[config.mk]
export PLATFORM = sky130hd
export DESIGN_NAME = mmap_irq_ctrl
export DESIGN_NICKNAME = d
export VERILOG_FILES = /design/src/rtl/mmap_irq_ctrl.sv
export SDC_FILE = /design/constraint.sdc
export NUM_CORES = 1
export LEC_CHECK = 0
export ABC_AREA = 1
export CORE_ASPECT_RATIO = 0.6
export CORE_MARGIN = 2
export CORE_UTILIZATION = 40
export CTS_CLUSTER_SIZE = 10
export DETAILED_ROUTE_END_ITERATION = 7
export HOLD_SLACK_MARGIN = 0.12
export PLACE_DENSITY = 0.74
export SLEW_MARGIN = 20
export SYNTH_ARGS = -nofsm -noshare
export SYNTH_HDL_FRONTEND = slang
export SYNTH_SLANG_ARGS = --single-unit
[constraint.sdc]
create_clock -name clk_i -period 3.7 [get_ports clk_i]
set_input_delay 0.925 -clock clk_i [delete_from_list [all_inputs] [get_ports clk_i]]
set_output_delay 0.925 -clock clk_i [all_outputs]
set_load 0.005 [all_outputs]
[src/rtl/mmap_irq_ctrl.sv]
// -----------------------------------------------------------------------------
// mmap_irq_ctrl
//   Memory-mapped interrupt controller. Synchronizes IRQ_NUM asynchronous
//   interrupt lines. Each source is either edge- or level-triggered, and the
//   enabled pending sources are combined into one registered interrupt output.
//   A claim register returns the lowest-numbered active source.
//
//   Register window (256 bytes at BASE_ADDR), word offsets:
//     0x00 ENABLE  RW      0x04 PENDING R/W1C   0x08 TRIG RW (1=edge, 0=level)
//     0x0C CLAIM   RO      0x10 RAW     RO (synchronized irq_i)
//
// Ports
//   clk_i          system clock
//   rst_i          asynchronous active-high reset
//   mmap_valid_i   bus request valid, held until mmap_ready_o
//   mmap_addr_i    byte address
//   mmap_wdata_i   write data
//   mmap_wstrb_i   byte strobes, 4'h0 = read
//   mmap_rdata_o   read data, valid while mmap_ready_o=1
//   mmap_ready_o   single-cycle completion pulse
//   irq_i          asynchronous interrupt lines, active-high
//   irq_o          aggregated interrupt, registered, active-high
// -----------------------------------------------------------------------------
module mmap_irq_ctrl #(
    parameter int unsigned IRQ_NUM   = 6,
    parameter logic [31:0] BASE_ADDR = 32'h0300_0000
) (
    input  logic               clk_i,
    input  logic               rst_i,
    input  logic               mmap_valid_i,
    input  logic [31:0]        mmap_addr_i,
    input  logic [31:0]        mmap_wdata_i,
    input  logic [3:0]         mmap_wstrb_i,
    output logic [31:0]        mmap_rdata_o,
    output logic               mmap_ready_o,
    input  logic [IRQ_NUM-1:0] irq_i,
    output logic               irq_o
);

    typedef enum logic {
        S_IDLE,
        S_ACK
    } state_t;

    localparam logic [5:0] OFF_ENABLE  = 6'h00;
    localparam logic [5:0] OFF_PENDING = 6'h01;
    localparam logic [5:0] OFF_TRIG    = 6'h02;
    localparam logic [5:0] OFF_CLAIM   = 6'h03;
    localparam logic [5:0] OFF_RAW     = 6'h04;

    state_t             r_state;
    state_t             w_state_nxt;

    logic [IRQ_NUM-1:0] r_sync1;
    logic [IRQ_NUM-1:0] r_sync2;
    logic [IRQ_NUM-1:0] r_sync_d;
    logic [2:0]         r_vld;
    logic [IRQ_NUM-1:0] r_en;
    logic [IRQ_NUM-1:0] r_trig;
    logic [IRQ_NUM-1:0] r_pend;
    logic [31:0]        r_rdata;
    logic               r_irq;

    logic               w_hit;
    logic               w_take;
    logic               w_wr;
    logic               w_rd;
    logic [5:0]         w_word;
    logic [31:0]        w_mask32;
    logic [IRQ_NUM-1:0] w_wmask;
    logic [IRQ_NUM-1:0] w_wdata;
    logic [IRQ_NUM-1:0] w_rise;
    logic [IRQ_NUM-1:0] w_act;
    logic [4:0]         w_claim_id;
    logic [IRQ_NUM-1:0] w_claim_oh;
    logic [IRQ_NUM-1:0] w_en_new;
    logic [IRQ_NUM-1:0] w_trig_new;
    logic [IRQ_NUM-1:0] w_w1c;
    logic [IRQ_NUM-1:0] w_clm;
    logic [IRQ_NUM-1:0] w_mode_chg;
    logic [IRQ_NUM-1:0] w_pend_nxt;
    logic [31:0]        w_rdata_nxt;
    logic               w_unused;

    // ------------------------------------------------------------------
    // Synchronizer and edge detection
    // ------------------------------------------------------------------
    always_ff @(posedge clk_i or posedge rst_i) begin
        if (rst_i) begin
            r_sync1  <= '0;
            r_sync2  <= '0;
            r_sync_d <= '0;
            r_vld    <= '0;
        end else begin
            r_sync1  <= irq_i;
            r_sync2  <= r_sync1;
            r_sync_d <= r_sync2;
            r_vld    <= {r_vld[1:0], 1'b1};
        end
    end

    // r_vld[2] marks that r_sync_d holds a real sample rather than its reset
    // value, so a line already high during reset does not look like an edge.
    assign w_rise = r_sync2 & ~r_sync_d & {IRQ_NUM{r_vld[2]}};

    // ------------------------------------------------------------------
    // Claim priority encoder: lowest active source wins, id = n + 1
    // ------------------------------------------------------------------
    assign w_act = r_pend & r_en;

    always_comb begin
        w_claim_id = '0;
        for (int unsigned i = IRQ_NUM; i > 0; i--) begin
            if (w_act[i-1]) begin
                w_claim_id = 5'(i);
            end
        end
    end

    always_comb begin
        w_claim_oh = '0;
        for (int unsigned i = 0; i < IRQ_NUM; i++) begin
            w_claim_oh[i] = (w_claim_id == 5'(i + 1));
        end
    end

    // ------------------------------------------------------------------
    // Bus decode; all side effects happen only on the IDLE->ACK step
    // ------------------------------------------------------------------
    assign w_hit   = mmap_valid_i & (mmap_addr_i[31:8] == BASE_ADDR[31:8]);
    assign w_take  = (r_state == S_IDLE) & w_hit;
    assign w_wr    = w_take & (|mmap_wstrb_i);
    assign w_rd    = w_take & ~(|mmap_wstrb_i);
    assign w_word  = mmap_addr_i[7:2];

    assign w_mask32 = {{8{mmap_wstrb_i[3]}}, {8{mmap_wstrb_i[2]}},
                       {8{mmap_wstrb_i[1]}}, {8{mmap_wstrb_i[0]}}};
    assign w_wmask  = w_mask32[IRQ_NUM-1:0];
    assign w_wdata  = mmap_wdata_i[IRQ_NUM-1:0];

    assign w_unused = ^{mmap_addr_i[1:0], mmap_wdata_i[31:IRQ_NUM],
                        w_mask32[31:IRQ_NUM]};

    assign w_en_new   = (r_en   & ~w_wmask) | (w_wdata & w_wmask);
    assign w_trig_new = (r_trig & ~w_wmask) | (w_wdata & w_wmask);

    assign w_w1c      = (w_wr && w_word == OFF_PENDING) ? (w_wdata & w_wmask) : '0;
    assign w_clm      = (w_rd && w_word == OFF_CLAIM)   ? w_claim_oh          : '0;
    assign w_mode_chg = (w_wr && w_word == OFF_TRIG)    ? (w_trig_new ^ r_trig) : '0;

    // ------------------------------------------------------------------
    // Pending next state: edge sources latch rises (set beats clear),
    // level sources mirror the synchronized line; a mode change clears.
    // ------------------------------------------------------------------
    always_comb begin
        w_pend_nxt = r_pend;
        for (int unsigned i = 0; i < IRQ_NUM; i++) begin
            if (r_trig[i]) begin
                w_pend_nxt[i] = (r_pend[i] & ~(w_w1c[i] | w_clm[i])) | w_rise[i];
            end else begin
                w_pend_nxt[i] = r_sync2[i];
            end
            if (w_mode_chg[i]) begin
                w_pend_nxt[i] = 1'b0;
            end
        end
    end

    // ------------------------------------------------------------------
    // Read data mux (latched on the IDLE->ACK step)
    // ------------------------------------------------------------------
    always_comb begin
        w_rdata_nxt = '0;
        if (w_rd) begin
            case (w_word)
                OFF_ENABLE:  w_rdata_nxt[IRQ_NUM-1:0] = r_en;
                OFF_PENDING: w_rdata_nxt[IRQ_NUM-1:0] = r_pend;
                OFF_TRIG:    w_rdata_nxt[IRQ_NUM-1:0] = r_trig;
                OFF_CLAIM:   w_rdata_nxt[4:0]         = w_claim_id;
                OFF_RAW:     w_rdata_nxt[IRQ_NUM-1:0] = r_sync2;
                default:     w_rdata_nxt              = '0;
            endcase
        end
    end

    // ------------------------------------------------------------------
    // Registers
    // ------------------------------------------------------------------
    always_ff @(posedge clk_i or posedge rst_i) begin
        if (rst_i) begin
            r_en    <= '0;
            r_trig  <= '0;
            r_pend  <= '0;
            r_rdata <= '0;
            r_irq   <= 1'b0;
        end else begin
            r_pend <= w_pend_nxt;
            r_irq  <= |(r_pend & r_en);
            if (w_wr && w_word == OFF_ENABLE) begin
                r_en <= w_en_new;
            end
            if (w_wr && w_word == OFF_TRIG) begin
                r_trig <= w_trig_new;
            end
            if (w_take) begin
                r_rdata <= w_rdata_nxt;
            end
        end
    end

    // ------------------------------------------------------------------
    // Bus FSM
    // ------------------------------------------------------------------
    always_ff @(posedge clk_i or posedge rst_i) begin
        if (rst_i) begin
            r_state <= S_IDLE;
        end else begin
            r_state <= w_state_nxt;
        end
    end

    always_comb begin
        w_state_nxt = r_state;
        case (r_state)
            S_IDLE:  if (w_hit) w_state_nxt = S_ACK;
            S_ACK:   w_state_nxt = S_IDLE;
            default: w_state_nxt = S_IDLE;
        endcase
    end

    assign mmap_ready_o = (r_state == S_ACK);
    assign mmap_rdata_o = r_rdata;
    assign irq_o        = r_irq;

endmodule

==> results.txt, run 1 <==
----------------------------------------------------
[Critical path]
  CP Buf/Inv Count ... 1
  Cell class contributing the biggest share of worst-path delay ... simple AND/OR/NAND/NOR gates
  CP required ... 3.88 ns
  Critical-path top delay cell ... sky130_fd_sc_hd__clkdlybuf4s50_1
  Reg2reg setup slack ... 2.16 ns
  Instance count on the critical path ... 7
  Crit path kind ... in2reg
  Startpoint kind of the worst setup timing path ... primary input
  Crit. End Element ... register
  Startpoint of the most critical register-to-register path ... mmap_ready_o$_DFF_PP0_
  Worst path cell trace ... clkdlybuf4s50_1, nor2_1, nand2_2, nor2_4, nand3_1, nand3_1, a21oi_1
  Highest fanout seen on the critical path ... 12
  Capture point of the critical path ... r_pend[0]$_DFF_PP0_
  Crit path top cell by count ... sky130_fd_sc_hd__nand3_1
  Depth of the worst register-to-register path ... 8
  Critical path arrival ... 2.66 ns
  CP startpoint ... mmap_wstrb_i[0]
  Largest incremental delay on the critical path ... 0.70 ns

[GRT]
  Vias in the first global route ... 2162
  Met3 capacity usage during global routing ... 0.0449
  Antenna violations before repair ... 0
  Met1 global-route usage ... 0.275
  Busiest grt layer ... met1
  Maximum number of pins on one net before global-route repair ... 48
  GRT Residual Overflow ... 0
  Total routing resource utilization after global routing ... 0.177
  GRT met2 Usage ... 0.243
  Wire length of the first global-routing pass ... 10700 microns

[Logic synthesis]
  Synthesis-stage register bit count ... 47
  Count of unique library cells instantiated by Yosys ... 29
  Synthesized-area fraction occupied by xor and xnor cells ... 0.00619
  Combinational family with the most area after synthesis ... simple AND/OR/NAND/NOR gates
  Area fraction in compound gates after synthesis ... 0.122
  Share of synthesized area spent on multiplexers ... 0
  Area fraction of the dominant cell type after synthesis ... 0.416
  Cell type with the largest total area after synthesis ... sky130_fd_sc_hd__dfrtp_1
  Gate count of the mapped netlist ... 355
  Post-synthesis sequential area ratio ... 0.416
  Yosys synthesis warning count ... 0
  Adder-cell area share of the yosys netlist ... 0
  Synthesized area ... 0.00283 sq mm
  Simple-gate share of the synthesized area ... 0.302
  Top post-synthesis cells by area ... sky130_fd_sc_hd__dfrtp_1 42%, sky130_fd_sc_hd__nand2_1 8.5%, sky130_fd_sc_hd__buf_4 7.2%, sky130_fd_sc_hd__inv_1 6.5%, sky130_fd_sc_hd__nor2_1 5.6%
  Mean instance size in the synthesized netlist ... 7.97 sq um

[Min path]
  Instance count along the most critical hold path ... 0
  Type of the most critical hold path ... reg2reg

[Power]
  Total power consumption of the routed design ... 1170 uW
  Internal power summed over all cells ... 905 uW
  Reported net switching power ... 266 uW
  Clock group share of total power ... 0.440
  Power density normalized to cell area ... 330 mW/mm^2
  Leakage Power ... 0.00172 uW
  Share of total power consumed by net switching ... 0.227
  Reg power frac ... 0.457
  Maximum vdd drop ... 0.000222 V
  Combinational cell fraction of total power ... 0.103

[Timing]
  Final Critical Period ... 2.48 ns
  Worst slew slack as a fraction of its limit ... 0.468
  Max Freq ... 403 MHz
  Finish-stage setup viols ... 0
  Pins over their slew limit ... 0
  Period utilization ... 0.670
  Transition time at the pin with the least slew margin ... 0.797 ns
  Setup TNS ... 0 ns
  RSZ-0062 raised after global routing ... no
  Worst hold margin ... 0.348 ns
  Fin. Hold Viols ... 0
  Max Clock Skew ... 0.00272 ns

[Clock network]
  Clock insertion delay at the later pin of the skew report ... 0.29 ns
  Hold_buf cts ... 0
  TritonCTS clock tree ... built
  Sink Count ... 47
  TritonCTS Buffers ... 5
  Number of buffers inserted by post-CTS setup repair ... 0
  Buffer type at the clock tree root ... sky130_fd_sc_hd__clkbuf_16
  Clock slew seen by the registers of the worst setup and hold paths ... 0.06 ns
  H-tree depth ... 2
  Post-cts repair resize count ... 0
  Maximum clock insertion buffer count ... 2

[Final layout]
  Fraction of final layout cells with drive strength greater than 1 ... 0.130
  Total area of multi-input combinational cells ... 0.00132 sq mm
  Layout fillers ... 637
  Leading cell type in the layout, fill and taps excluded ... sky130_fd_sc_hd__nand2_1
  Storage element area ... 0.00118 sq mm
  Net count reported at finish ... 492
  Number of diodes added for antenna fixing ... 0
  Synthesis-to-finish area growth ... 25.4%
  Most frequent cells in the layout ... 64 x sky130_fd_sc_hd__nand2_1, 56 x sky130_fd_sc_hd__clkdlybuf4s50_1, 48 x sky130_fd_sc_hd__inv_1, 47 x sky130_fd_sc_hd__dfrtp_1, 42 x sky130_fd_sc_hd__nor2_1
  Post-layout instance count excluding filler cells ... 503

[Detailed routing]
  Number of detailed-route iterations in the first pass ... 5
  Count of nets left with antenna violations after detail routing ... 0
  Total Routed Length ... 6610 microns
  Routed wire per std cell ... 13.1 microns
  Avg Vias per Cell ... 4.78
  Violation count after the first detailed-routing iteration ... 144
  DR vias ... 2404
  Number of DRC violations after detailed routing ... 0

[Die]
  Standard-cell row count ... 23
  Effective utilization at floorplan ... 0.418
  Die area ... 0.00778 sq mm
  Height of the die ... 69.1 microns
  Core ar. ... 0.00676 sq mm
  Die outline width ... 113 microns
  Number of top-level pins ... 111

[Place]
  Routability cong. ... 0.988
  Number of port buffers ... 56
  DPL Wire Length ... 5250 microns
  Number of placed instances with taps included ... 495

[Flow run]
  Max-cap violation count ... 0

[Status]
  Run status ... complete, no violations

----------------------------------------------------
==> metal layers <==
| metal | share of wire | up-vias |
|---|---|---|
| met2 | 0.41 | 82 |
| met5 | 0 | - |
| met4 | 0.0089 | 0 |
| met1 | 0.49 | 1104 |
| met3 | 0.093 | 8 |
| li1 | - | 1210 |
==> per-stage QoR <==
step	util	setup slack, ns	cell area, sq um
after floorplan	-	1.66	2920
after global placement	0.499	0.934	3380
after detailed placement	0.499	0.932	3380
after CTS	0.524	1.24	3550
after global routing	0.525	1.12	3550
final	0.525	1.22	3550
==> power by group through the flow <==
stage                     Clock [uW]  Sequential, uW  Combinational (uW)
after detailed placement           0             545                 121
after CTS                        527             536                 121
after global placement             0             545                 119
after floorplan                    0             542                73.3
final                            515             536                 121
after global routing             552             537                 136
==> cells in the mapped netlist, drive strengths merged <==
cell type	n
nand2	71
a22oi	2
a31oi	4
xor2	2
o21ai	26
conb	2
inv	57
buf	28
nand4	10
dfrtp	47
nand3	28
nor2	52
o2bb2ai	2
nor3	4
a21oi	14
o22ai	6
==> worst register-to-register path, stage by stage (launching register included) <==
cell and delay, ns:
sky130_fd_sc_hd__dfrtp_1 0.39, sky130_fd_sc_hd__inv_1 0.06, sky130_fd_sc_hd__nand2_1 0.04, sky130_fd_sc_hd__nor2_1 0.13
sky130_fd_sc_hd__nand3_2 0.14, sky130_fd_sc_hd__nor2_8 0.21, sky130_fd_sc_hd__nand3_4 0.23, sky130_fd_sc_hd__nand2_1 0.16
sky130_fd_sc_hd__o21ai_2 0.06
==> area by class of cell <==
| cell class | instances | share of cell area |
|---|---|---|
| clock buffer | 5 | 0.0353 |
| clock inverter | 3 | 0.0123 |
| inverter | 57 | 0.0607 |
| multi-input combinational | 248 | 0.371 |
| sequential | 47 | 0.332 |
| tap | 87 | 0.0307 |
| timing repair buffer | 56 | 0.158 |
==> kinds of logic (layout without fill, tap and decap cells) <==
logic type / Yosys count / after routing
and+or+nand+nor: 165 / 165
buffers and inverters: 85 / 121
AOI/OAI and AO/OA: 54 / 54
DFF: 47 / 47
other: 2 / 27
xor gates and xnor gates: 2 / 2
==> worst min path at each step <==
stage,from,end,slack [ns]
2_1_floorplan,r_sync1[0]$_DFF_PP0_,r_sync2[0]$_DFF_PP0_,0.33
3_3_place_gp,r_sync1[5]$_DFF_PP0_,r_sync2[5]$_DFF_PP0_,0.33
3_5_place_dp,r_vld[1]$_DFF_PP0_,r_vld[2]$_DFF_PP0_,0.33
4_1_cts,r_vld[1]$_DFF_PP0_,r_vld[2]$_DFF_PP0_,0.35
5_1_grt,r_sync1[2]$_DFF_PP0_,r_sync2[2]$_DFF_PP0_,0.35
6_report,r_sync1[1]$_DFF_PP0_,r_sync2[1]$_DFF_PP0_,0.35
Note: power is estimated with default switching activity, not from simulation.
==> run 2: changes to the inputs <==
==> constraint.sdc (replaced) <==
create_clock -name clk_i -period 2.6 [get_ports clk_i]
set_input_delay 0.65 -clock clk_i [delete_from_list [all_inputs] [get_ports clk_i]]
set_output_delay 0.65 -clock clk_i [all_outputs]
set_load 0.005 [all_outputs]
==> run 2 against run 1 <==
Sequential cell count stayed put. Clock-buffer cell count stayed put. Routed wire length rose by 0.57%. Critical path depth grew 1. Global-route usage shrank 0.065 points. First-iteration DRC count up 40%. Clock skew rose by 0.0032 ns.
==> results.txt, run 2 (synthesis gave the netlist of run 1 again) <==
----------------------------------------------------
[Flow run]
  Max-cap violation count ... 0 (unchanged)

[Die]
  Number of top-level pins ... 111 (unchanged)
  Height of the die ... 69.1 microns (unchanged)
  Standard-cell row count ... 23 (unchanged)
  Effective utilization at floorplan ... 0.418 (unchanged)
  Core ar. ... 0.00676 sq mm (unchanged)
  Die outline width ... 113 microns (unchanged)
  Die area ... 0.00778 sq mm (unchanged)

[Clock network]
  Number of buffers inserted by post-CTS setup repair ... 0 (unchanged)
  Buffer type at the clock tree root ... sky130_fd_sc_hd__clkbuf_16 (unchanged)
  Hold_buf cts ... 0 (unchanged)
  H-tree depth ... 2 (unchanged)
  TritonCTS Buffers ... 5 (unchanged)
  Post-cts repair resize count ... 0 (unchanged)
  TritonCTS clock tree ... built (unchanged)
  Clock insertion delay at the later pin of the skew report ... 0.29 ns (about the same)
  Maximum clock insertion buffer count ... 2 (unchanged)
  Sink Count ... 47 (unchanged)
  Clock slew seen by the registers of the worst setup and hold paths ... 0.06 ns (about the same)

[Timing]
  Pins over their slew limit ... 0 (unchanged)
  Max Freq ... 493 MHz
  Fin. Hold Viols ... 0 (unchanged)
  Worst Slack Setup Final ... 0.573 ns (was 1.22 ns)
  Finish-stage setup viols ... 0 (unchanged)
  Setup TNS ... 0 ns (unchanged)
  Worst hold margin ... 0.348 ns (about the same)
  Max Clock Skew ... 0.00593 ns (was 0.00272 ns)
  Final Critical Period ... 2.03 ns
  Period utilization ... 0.779
  RSZ-0062 raised after global routing ... no (unchanged)

[Final layout]
  Storage element area ... 0.00118 sq mm (unchanged)
  Layout fillers ... 624 (was 637)
  Net count reported at finish ... 494 (was 492)
  Number of diodes added for antenna fixing ... 0 (unchanged)
  Most frequent cells in the layout ... 64 x sky130_fd_sc_hd__nand2_1, 56 x sky130_fd_sc_hd__clkdlybuf4s50_1, 48 x sky130_fd_sc_hd__inv_1, 47 x sky130_fd_sc_hd__dfrtp_1, 42 x sky130_fd_sc_hd__nor2_1 (unchanged)
  Synthesis-to-finish area growth ... 26.4% (was 25.4%)
  Fraction of final layout cells with drive strength greater than 1 ... 0.134 (was 0.130)
  Total area of multi-input combinational cells ... 0.00132 sq mm (unchanged)
  Leading cell type in the layout, fill and taps excluded ... sky130_fd_sc_hd__nand2_1 (unchanged)

[Place]
  Worst setup timing slack at the placement stage ... 0.273 ns (was 0.932 ns)
  Number of port buffers ... 56 (unchanged)
  Routability cong. ... 0.929 (was 0.988)
  DPL Wire Length ... 5320 microns (was 5250 microns)

[Detailed routing]
  Avg Vias per Cell ... 4.85 (was 4.78)
  Violation count after the first detailed-routing iteration ... 202 (was 144)
  Number of DRC violations after detailed routing ... 0 (unchanged)
  Number of detailed-route iterations in the first pass ... 4 (was 5)
  Count of nets left with antenna violations after detail routing ... 0 (unchanged)
  DR vias ... 2447 (was 2404)
  Routed wire per std cell ... 13.2 microns (was 13.1 microns)
  Total Routed Length ... 6650 microns (was 6610 microns)

[Critical path]
  Largest incremental delay on the critical path ... 0.68 ns (was 0.70 ns)
  Crit path kind ... in2reg (unchanged)
  Cell class contributing the biggest share of worst-path delay ... buffers and inverters (was simple AND/OR/NAND/NOR gates)
  Startpoint kind of the worst setup timing path ... primary input (unchanged)
  Highest fanout seen on the critical path ... 7 (was 12)
  CP required ... 2.76 ns (was 3.88 ns)
  CP Buf/Inv Count ... 2 (was 1)
  Crit path top cell by count ... sky130_fd_sc_hd__nand2_1 (was sky130_fd_sc_hd__nand3_1)
  Critical-path top delay cell ... sky130_fd_sc_hd__clkdlybuf4s50_1 (unchanged)
  Worst path cell trace ... clkdlybuf4s50_1, nor2_2, nand2_1, inv_2, nand2_1, nand3_1, nor3_1, o21ai_1 (was clkdlybuf4s50_1, nor2_1, nand2_2, nor2_4, nand3_1, nand3_1, a21oi_1)
  Depth of the worst register-to-register path ... 8 (unchanged)
  Reg2reg setup slack ... 1.05 ns (was 2.16 ns)
  Critical path arrival ... 2.19 ns (was 2.66 ns)
  Startpoint of the most critical register-to-register path ... mmap_ready_o$_DFF_PP0_ (unchanged)
  Crit. End Element ... register (unchanged)
  Instance count on the critical path ... 8 (was 7)

[Power]
  Leakage Power ... 0.00174 uW (was 0.00172 uW)
  Power density normalized to cell area ... 467 mW/mm^2 (was 330 mW/mm^2)
  Maximum vdd drop ... 0.000280 V (was 0.000222 V)

[GRT]
  GRT Residual Overflow ... 0 (unchanged)
  Maximum number of pins on one net before global-route repair ... 48 (unchanged)
  Vias in the first global route ... 2325 (was 2162)
  Wire length of the first global-routing pass ... 11000 microns (was 10700 microns)
  Total routing resource utilization after global routing ... 0.176 (was 0.177)
  Antenna violations before repair ... 0 (unchanged)

[Min path]
  Type of the most critical hold path ... reg2reg (unchanged)
  Worst Hold End ... r_vld[1]$_DFF_PP0_ (was r_sync2[1]$_DFF_PP0_)
  Launch point of the worst hold path ... r_vld[0]$_DFF_PP0_ (was r_sync1[1]$_DFF_PP0_)
  Instance count along the most critical hold path ... 0 (unchanged)

[Status]
  Run status ... complete, no violations (unchanged)

----------------------------------------------------
run 2: per-stage QoR:
stage / instances / power [uW] / instance area (sq um) / util
2_1_floorplan: 380 / 876 / 2920 / -
3_3_place_gp: 497 / 949 / 3400 / 0.503
3_5_place_dp: 497 / 953 / 3400 / 0.503
4_1_cts: 505 / 1680 / 3570 / 0.528
5_1_grt: 505 / 1730 / 3570 / 0.528
6_report: 505 / 1670 / 3570 / 0.528
run 2: worst max-delay path by stage:
stage / start / to / slack [ns]
6_report: mmap_addr_i[3] / mmap_rdata_o[2]$_DFFE_PP0P_ / 0.57
5_1_grt: mmap_valid_i / r_pend[2]$_DFF_PP0_ / 0.44
4_1_cts: mmap_valid_i / r_pend[2]$_DFF_PP0_ / 0.56
3_5_place_dp: mmap_valid_i / r_pend[2]$_DFF_PP0_ / 0.27
3_3_place_gp: mmap_addr_i[3] / r_pend[5]$_DFF_PP0_ / 0.34
2_1_floorplan: rst_i / async pin / 0.83
run 2: report_power, final:
group          switching (uW)  total (uW)  internal (uW)  leakage (uW)
logic                    87.8         177           89.1       0.00109
registers                12.5         763            750      0.000570
clock network             275         729            453     0.0000838
run 2: area by class of cell:
type / instances / area share
Tap cell: 87 / 0.0305
Sequential cell: 47 / 0.329
Multi-Input combinational cell: 248 / 0.369
Timing Repair Buffer: 58 / 0.165
Clock buffer: 5 / 0.0350
Inverter: 57 / 0.0599
Clock inverter: 3 / 0.0123
run 2: per-layer routing:
| metal | GRT usage | part of all wire | vias to the layer above |
|---|---|---|---|
| li1 | - | - | 1208 |
| met1 | 0.257 | 0.47 | 1142 |
| met2 | 0.266 | 0.44 | 90 |
| met3 | 0.0449 | 0.088 | 7 |
| met4 | 0.0325 | 0.0060 | 0 |
| met5 | 0 | 0 | - |
==> run 3: changes to the inputs <==
==> constraint.sdc (replaced) <==
create_clock -name clk_i -period 1.9 [get_ports clk_i]
set_input_delay 0.475 -clock clk_i [delete_from_list [all_inputs] [get_ports clk_i]]
set_output_delay 0.475 -clock clk_i [all_outputs]
set_load 0.005 [all_outputs]
==> run 3 against run 2 <==
Register-to-register slack got worse by 0.70 ns. Final area increased by 3.9%. First-iteration DRC count decreased by 11%. Final cell count increased by 3.0%. Clock skew decreased by 0.0013 ns. Clock power increased by 19%. Combinational power increased by 45%. Critical path depth increased by 2. Clock-buffer cell count unchanged. Routed wire length increased by 6.4%. Sequential power increased by 36%. Critical path type unchanged. Largest cell class unchanged. Largest power group unchanged.
==> results.txt, run 3 (synthesis gave the netlist of run 1 again) <==
----------------------------------------------------
[Place]
  Number of port buffers ... 56 (unchanged)
  Worst setup timing slack at the placement stage ... -0.183 ns (was 0.273 ns)
  DPL Wire Length ... 5570 microns (was 5320 microns)
  DP Area ... 0.00353 sq mm (was 0.00340 sq mm)
  Number of placed instances with taps included ... 511 (was 497)
  Routability cong. ... 1.01 (was 0.929)

[Final layout]
  Post-layout instance count excluding filler cells ... 520 (was 505)
  Layout fillers ... 631 (was 624)
  Synthesis-to-finish area growth ... 31.3% (was 26.4%)
  Most frequent cells in the layout ... 64 x sky130_fd_sc_hd__nand2_1, 56 x sky130_fd_sc_hd__clkdlybuf4s50_1, 48 x sky130_fd_sc_hd__inv_1, 47 x sky130_fd_sc_hd__dfrtp_1, 42 x sky130_fd_sc_hd__nor2_1 (unchanged)
  Number of diodes added for antenna fixing ... 0 (unchanged)
  Cell area after layout ... 0.00371 sq mm (was 0.00357 sq mm)
  Leading cell type in the layout, fill and taps excluded ... sky130_fd_sc_hd__nand2_1 (unchanged)
  Net count reported at finish ... 509 (was 494)
  Fraction of final layout cells with drive strength greater than 1 ... 0.171 (was 0.134)

[Clock network]
  H-tree depth ... 2 (unchanged)
  Buffer type at the clock tree root ... sky130_fd_sc_hd__clkbuf_16 (unchanged)
  Clock slew seen by the registers of the worst setup and hold paths ... 0.06 ns (about the same)
  Clock insertion delay at the later pin of the skew report ... 0.29 ns (about the same)
  Hold_buf cts ... 0 (unchanged)
  Number of buffers inserted by post-CTS setup repair ... 0 (unchanged)
  TritonCTS clock tree ... built (unchanged)
  TritonCTS Buffers ... 5 (unchanged)
  Sink Count ... 47 (unchanged)
  Maximum clock insertion buffer count ... 2 (unchanged)

[Die]
  Standard-cell row count ... 23 (unchanged)
  Height of the die ... 69.1 microns (unchanged)
  Core ar. ... 0.00676 sq mm (unchanged)
  Die area ... 0.00778 sq mm (unchanged)
  Effective utilization at floorplan ... 0.418 (unchanged)
  Die outline width ... 113 microns (unchanged)
  Number of top-level pins ... 111 (unchanged)

[Min path]
  Type of the most critical hold path ... reg2reg (unchanged)
  Launch point of the worst hold path ... r_sync1[5]$_DFF_PP0_ (was r_vld[0]$_DFF_PP0_)

[Timing]
  Final Critical Period ... 1.80 ns
  Pins over their slew limit ... 0 (unchanged)
  Worst Slack Setup Final ... 0.0989 ns (was 0.573 ns)
  Period utilization ... 0.948
  Setup TNS ... 0 ns (unchanged)
  Max Freq ... 555 MHz
  Finish-stage setup viols ... 0 (unchanged)
  Max Clock Skew ... 0.00461 ns (was 0.00593 ns)
  Fin. Hold Viols ... 0 (unchanged)

[Detailed routing]
  Count of nets left with antenna violations after detail routing ... 0 (unchanged)
  Number of detailed-route iterations in the first pass ... 7 (was 4)
  Total Routed Length ... 7070 microns (was 6650 microns)
  Violation count after the first detailed-routing iteration ... 179 (was 202)
  DR vias ... 2490 (was 2447)
  Avg Vias per Cell ... 4.79 (was 4.85)
  Number of DRC violations after detailed routing ... 0 (unchanged)
  Routed wire per std cell ... 13.6 microns (was 13.2 microns)

[GRT]
  Wire length of the first global-routing pass ... 11200 microns (was 11000 microns)
  GRT Residual Overflow ... 0 (unchanged)
  Maximum number of pins on one net before global-route repair ... 36 (was 48)
  Total routing resource utilization after global routing ... 0.181 (was 0.176)
  Antenna violations before repair ... 0 (unchanged)
  Vias in the first global route ... 2301 (was 2325)

[Critical path]
  CP Buf/Inv Count ... 2 (unchanged)
  Highest fanout seen on the critical path ... 6 (was 7)
  CP startpoint ... mmap_addr_i[19] (was mmap_addr_i[3])
  Cell class contributing the biggest share of worst-path delay ... simple AND/OR/NAND/NOR gates (was buffers and inverters)
  Critical-path top delay cell ... sky130_fd_sc_hd__clkdlybuf4s50_1 (unchanged)
  Crit path kind ... in2reg (unchanged)
  Crit. End Element ... register (unchanged)
  Largest incremental delay on the critical path ... 0.42 ns (was 0.68 ns)
  Critical path arrival ... 1.98 ns (was 2.19 ns)
  Worst path cell trace ... clkdlybuf4s50_1, nor2_1, nand2_1, nor2_1, nand2_1, nor2_8, buf_4, nand4_1, nand3_1, a21oi_1 (was clkdlybuf4s50_1, nor2_2, nand2_1, inv_2, nand2_1, nand3_1, nor3_1, o21ai_1)
  Startpoint kind of the worst setup timing path ... primary input (unchanged)
  CP required ... 2.08 ns (was 2.76 ns)

[Power]
  Leakage Power ... 0.00181 uW (was 0.00174 uW)
  Total power consumption of the routed design ... 2170 uW (was 1670 uW)
  Maximum vdd drop ... 0.000409 V (was 0.000280 V)
  Power density normalized to cell area ... 584 mW/mm^2 (was 467 mW/mm^2)

[Status]
  Run status ... complete, no violations (unchanged)

[Flow run]
  Max-cap violation count ... 0 (unchanged)

----------------------------------------------------
## run 3: cell count changes in the layout (fill, tap and decap cells not counted)
cell,previous run,this run
sky130_fd_sc_hd__buf_12,1,3
sky130_fd_sc_hd__inv_6,0,1
sky130_fd_sc_hd__buf_4,1,13
sky130_fd_sc_hd__o22ai_2,0,2
sky130_fd_sc_hd__bufinv_16,1,0
sky130_fd_sc_hd__nor3_2,0,1
sky130_fd_sc_hd__clkinv_4,1,0
sky130_fd_sc_hd__nand3_4,5,6
sky130_fd_sc_hd__o22ai_1,6,4
sky130_fd_sc_hd__clkinv_2,1,2
sky130_fd_sc_hd__nor3_1,3,2
## run 3: metrics by stage
step	utilization	hold WS, ns
after global placement	0.523	0.332
after floorplan	-	0.331
after global routing	0.549	0.361
final	0.549	0.349
after detailed placement	0.523	0.335
after CTS	0.544	0.350
## run 3: area by class of cell
| type | instances | area (sq um) | area share |
|---|---|---|---|
| Tap cell | 87 | 109 | 0.0293 |
| Timing Repair Buffer | 72 | 718 | 0.193 |
| Multi-Input combinational cell | 249 | 1350 | 0.364 |
| Inverter | 57 | 214 | 0.0576 |
| Sequential cell | 47 | 1180 | 0.317 |
| Clock buffer | 5 | 125 | 0.0337 |
| Clock inverter | 3 | 18.8 | 0.00505 |
## run 3: worst paths after layout
check                           cells after the start  slack [ns]                     endpoint
worst min register to register                      0        0.35         r_sync2[5]$_DFF_PP0_
worst min-delay path                                0        0.35         r_sync2[5]$_DFF_PP0_
min in group asynchronous                           2        0.47  mmap_rdata_o[2]$_DFFE_PP0P_
max in group asynchronous                           3        0.95        r_trig[5]$_DFFE_PP0P_
worst max register to register                      8        0.35          r_pend[5]$_DFF_PP0_
worst max-delay path                               10         0.1          r_pend[5]$_DFF_PP0_
## run 3: power by group
group	internal, uW	switching (uW)
Sequential	1030	17.0
Clock	488	382
Combinational	131	126
## run 3: timing repair
| action | 4_1_cts | 5_1_grt |
|---|---|---|
| endpoints found under the hold margin | 0 | 0 |
| endpoints found under the setup margin | 0 | 3 |
| gates resized for setup | 0 | 4 |
## run 3: per-layer routing
layer	share of wire	up-vias	global-route usage
li1	-	1246	-
met1	0.48	1167	0.274
met2	0.44	75	0.271
met3	0.079	2	0.0405
met4	0.0018	0	0.0285
met5	0	-	0
